## config.mk

```make
export PLATFORM = sky130hd
export DESIGN_NAME = ex_issue_ctrl
export DESIGN_NICKNAME = d
export VERILOG_FILES = /design/src/rtl/ex_issue_ctrl.sv
export SDC_FILE = /design/constraint.sdc
export NUM_CORES = 1
export LEC_CHECK = 0
export CAP_MARGIN = 20
export CORE_UTILIZATION = 45
export DETAILED_ROUTE_END_ITERATION = 10
export GPL_TIMING_DRIVEN = 0
export MAX_ROUTING_LAYER = met4
export PLACE_DENSITY = 0.73
export SYNTH_ARGS = -nofsm -noshare
export SYNTH_HDL_FRONTEND = slang
export SYNTH_SLANG_ARGS = --single-unit
```

## constraint.sdc

```tcl
create_clock -name clk -period 21.4 [get_ports clk]
set_input_delay 4.28 -clock clk [delete_from_list [all_inputs] [get_ports clk]]
set_output_delay 4.28 -clock clk [all_outputs]
set_load 0.01 [all_outputs]
```

## src/rtl/ex_issue_ctrl.sv

```systemverilog
// Issue controller between decode and execute: two-entry skid queue
// (main + skid register) with in-order issue, flush, and stall/issue counters.
module ex_issue_ctrl #(
  parameter int unsigned INSTR_W = 96,
  parameter int unsigned CNT_W   = 16
) (
  input  logic               clk,
  input  logic               rst,
  input  logic               in_valid,
  output logic               in_ready,
  input  logic [INSTR_W-1:0] in_instr,
  output logic               alu_valid,
  input  logic               alu_ready,
  output logic [INSTR_W-1:0] alu_instr,
  input  logic               flush,
  output logic [CNT_W-1:0]   stall_cnt,
  output logic [CNT_W-1:0]   issue_cnt
);

  typedef enum logic [1:0] {
    EMPTY = 2'd0,
    ONE   = 2'd1,
    FULL  = 2'd2
  } state_t;

  state_t             state_q, state_d;
  logic [INSTR_W-1:0] main_q, main_d;
  logic [INSTR_W-1:0] skid_q, skid_d;
  logic               in_xfer;
  logic               out_xfer;
  logic               stall_c;

  // Handshakes decode only from registered state and flush, never from in_valid.
  assign in_ready  = (state_q != FULL)  && !flush;
  assign alu_valid = (state_q != EMPTY) && !flush;
  assign alu_instr = main_q;

  assign in_xfer  = in_valid  && in_ready;
  assign out_xfer = alu_valid && alu_ready;
  assign stall_c  = alu_valid && !alu_ready;

  // State and queue registers.
  always_ff @(posedge clk or posedge rst) begin
    if (rst) begin
      state_q <= EMPTY;
      main_q  <= '0;
      skid_q  <= '0;
    end else begin
      state_q <= state_d;
      main_q  <= main_d;
      skid_q  <= skid_d;
    end
  end

  // Next-state and queue data selection; flush overrides any transfer.
  always_comb begin
    state_d = state_q;
    main_d  = main_q;
    skid_d  = skid_q;
    if (flush) begin
      state_d = EMPTY;
    end else begin
      unique case (state_q)
        EMPTY: begin
          if (in_xfer) begin
            main_d  = in_instr;
            state_d = ONE;
          end
        end
        ONE: begin
          if (in_xfer && out_xfer) begin
            main_d = in_instr;
          end else if (in_xfer) begin
            skid_d  = in_instr;
            state_d = FULL;
          end else if (out_xfer) begin
            state_d = EMPTY;
          end
        end
        FULL: begin
          if (out_xfer) begin
            main_d  = skid_q;
            state_d = ONE;
          end
        end
        default: state_d = EMPTY;
      endcase
    end
  end

  // Performance counters: stall saturates, issue wraps; flush leaves both alone.
  always_ff @(posedge clk or posedge rst) begin
    if (rst) begin
      stall_cnt <= '0;
      issue_cnt <= '0;
    end else begin
      if (stall_c && (stall_cnt != '1)) begin
        stall_cnt <= stall_cnt + CNT_W'(1);
      end
      if (out_xfer) begin
        issue_cnt <= issue_cnt + CNT_W'(1);
      end
    end
  end

endmodule
```

==> impl_metrics.env <==
export IMPL_status="complete, no violations"
export IMPL_period_share_pct=47.1
export IMPL_synthArstFlopShare_pct=100
export IMPL_multi_input_area_um2=4050
export IMPL_synth_seq_area_share_pct=56.8
export IMPL_startpoint_type="input port"
export IMPL_leakagePower_nw=5.74
export IMPL_wl_per_cell_um=17.7
export IMPL_timing_worst_setup_path_type="input port to output pin"
export IMPL_cpMaxStageDelayCell="clkdlybuf4s50_1"
export IMPL_cts_post_setup_buffers_inserted=0
export IMPL_cts_max_path_buffers=3
export IMPL_vias_per_cell=5.14
export IMPL_yosysTopAreaCell="dfrtp_1"
export IMPL_grt_pass1_vias=6673
export IMPL_synth_edf_count=0
export IMPL_vias=6338
export IMPL_yosysWarnings=0
export IMPL_yosysMostFrequentCell="mux2_2"
export IMPL_die_area_um2=22700
export IMPL_wl_mm=21.8
export IMPL_worstPathMaxFanout=7
export IMPL_diodes=0
export IMPL_synth_cell_type_count=39
export IMPL_power_density_nw_per_um2=95.3
export IMPL_slew_viol_final=0
export IMPL_die_y_um=151
export IMPL_die_width_um=151
export IMPL_grt_pass1_wl_mm=35.2
export IMPL_layout_drive_gt1_share_pct=34.1
export IMPL_fin_ws_ns=11.32
export IMPL_synth_area_leaders="dfrtp_1 57%, mux2_2 28%, mux2_1 4.8%, xnor2_1 1.3%, buf_2 0.90%"
export IMPL_setup_viol=0
export IMPL_synth_seq_cells=226
export IMPL_grtUsageTotal_pct=20.2
export IMPL_crit_family="buffers and inverters"
export IMPL_hold_depth=1
export IMPL_start_util_pct=45.8
export IMPL_htreeDepth=1
export IMPL_reg2reg_depth=5
export IMPL_seqCellArea_um2=5660
export IMPL_gp_congestion=0.849
export IMPL_cts_resized=0
export IMPL_final_nets=1039
export IMPL_cts_tree="yes"
export IMPL_cap_violations=0
export IMPL_max_vdd_ir_drop_v=0.0000720
export IMPL_synthTopCellsByCount="249 x mux2_2, 226 x dfrtp_1, 42 x mux2_1"
export IMPL_synthesis_area_um2=9950
export IMPL_synth_ff_type="dfrtp_1"
export IMPL_tns_ns=0
export IMPL_syn_to_final_growth_pct=35.5
export IMPL_rows=54
export IMPL_crit_path_cell_trace="clkdlybuf4s50_1 -> o21bai_1 -> inv_2 -> clkdlybuf4s50_1"
export IMPL_cp_num_buf_inv=3
export IMPL_rsz0062_at_grt="no"
export IMPL_drc=0
export IMPL_hold_violations=0
export IMPL_cts_inserted_buffers=26
export IMPL_fillers=1715
export IMPL_antenna_found_initial=0
export IMPL_syn_area_per_cell_um2=14.7
export IMPL_clk_pin_slew_ns=0.06
export IMPL_cts_sinks=226
export IMPL_worstPathRequired_ns=17.12
export IMPL_dpl_hpwl_mm=15.1
export IMPL_slowest_delay_ns=0.55
export IMPL_arrival_ns=5.80
export IMPL_stdcell_count=1232
export IMPL_place_ws_ns=11.33
export IMPL_io_pins=231
export IMPL_crit_path_end_kind="output pin"
export IMPL_ant_nets=0
export IMPL_root_buffer="clkbuf_16"
export IMPL_worst_pin_slew_ns=0.661
export IMPL_hold_class="flop to flop"
export IMPL_core_um2=21800
export IMPL_finish_utilization_pct=62.0
export IMPL_postSynthCellCount=676
export IMPL_numPlacedInstances=1188
export IMPL_firstDrtPassIters=6
export IMPL_grt_max_degree=128
export IMPL_grt_overflow_total=0
export IMPL_synth_top_area_share_pct=56.8
export IMPL_clock_skew_final_ns=0.00553
export IMPL_relSlewSlack_pct=55.9
export IMPL_period_minus_slack_ns=10.08
export IMPL_cp_num_cells=4
export IMPL_cpMostUsedCell="clkdlybuf4s50_1"
export IMPL_syn_nets=779
export IMPL_first_iter_violations=192
export IMPL_max_freq_ghz=0.0993
export IMPL_clock_latency_ns=0.51
export IMPL_cts_hold_buf=0
export IMPL_io_buffers=230
[worst register-to-register path, stage by stage, from the launching register on]
cell and delay [ns]:
dfrtp_1 0.41, nand2b_1 0.19, nor3_2 0.53, buf_2 0.36, buf_4 0.26, mux2_2 0.36
[per-layer routing]
metal  global-route usage (%)  wire length, µm  vias up
met2                     33.0            10700      168
met1                     25.6             9460     3198
met5                        -                0        -
li1                         -                -     2953
met3                     4.67             1380       19
met4                     4.05              252        0
[layout make-up]
cell class / count / area share (%)
tap: 280 / 2.60
clock buffer: 43 / 6.05
timing repair buffer: 232 / 17.5
multi-input combinational: 408 / 30.0
clock inverter: 1 / 0.0371
buffer: 33 / 1.59
inverter: 9 / 0.306
sequential: 226 / 41.9
[path summary, 6_finish.rpt]
| check | to | slack [ns] | from |
|---|---|---|---|
| max | alu_valid | 11.32 | flush |
| min | issue_cnt[15] | 0.47 | issue_cnt[15] |
| max reg2reg | skid_q[32] | 19.19 | state_q[1] |
| min reg2reg | issue_cnt[15] | 0.47 | issue_cnt[15] |
| max in group asynchronous | skid_q[88] | 16.12 | rst |
| min in group asynchronous | stall_cnt[12] | 4.35 | rst |
[kinds of logic after synthesis]
group,count (synthesis),synth area share (%)
mux,292,33.0
flops,226,56.8
simple gates,71,3.98
buf+inv,42,2.49
xor+xnor,24,2.11
compound gates,19,1.33
fa+ha+maj,2,0.251
[stage by stage]
stage	total power [mW]	instance area, µm²	hold WS (ns)
floorplan	0.721	9950	0.454
global placement	0.863	12600	0.455
detailed placement	0.875	12700	0.466
CTS	1.30	13500	0.473
global route	1.35	13500	0.489
finish	1.29	13500	0.470
[flip-flops by register name, indices dropped and copies added (netlist names)]
signal,flops
issue_cnt,16
skid_q,96
alu_instr,96
state_q,2
stall_cnt,16
[layout by cell type, fill, tap and decap left out, types with 2 or more instances in the layout]
| cell | synthesis | routed |
|---|---|---|
| clkbuf_16 | 0 | 27 |
| a211oi_1 | 2 | 2 |
| nand4_1 | 12 | 12 |
| o21bai_1 | 2 | 2 |
| clkbuf_1 | 2 | 10 |
| o2111ai_1 | 2 | 2 |
| ha_1 | 2 | 2 |
| nand2_1 | 9 | 9 |
| mux2_1 | 42 | 42 |
| nor3_1 | 4 | 4 |
| inv_1 | 8 | 7 |
| xnor2_1 | 15 | 15 |
| mux2_2 | 249 | 249 |
| and4_1 | 2 | 2 |
| and2_1 | 2 | 2 |
| dfrtp_1 | 226 | 226 |
| clkbuf_8 | 0 | 8 |
| clkdlybuf4s50_1 | 0 | 230 |
| xor2_1 | 9 | 9 |
| buf_2 | 18 | 18 |
| and3_1 | 6 | 6 |
| buf_6 | 5 | 5 |
| a21oi_1 | 4 | 4 |
| nand2b_1 | 5 | 5 |
| nor2_1 | 10 | 10 |
| nand3_1 | 12 | 12 |
| nor3_2 | 2 | 2 |
| buf_4 | 8 | 8 |
| buf_16 | 0 | 2 |
| a31oi_1 | 4 | 4 |
| nor4_1 | 2 | 2 |
[power by group]
group          internal [mW]  total (mW)  switching, mW  leakage (nW)
Sequential             0.527       0.580         0.0538          2.74
Combinational          0.183       0.284          0.101          2.59
Clock                  0.257       0.422          0.165         0.404
Power figures use the tool's default switching activity.
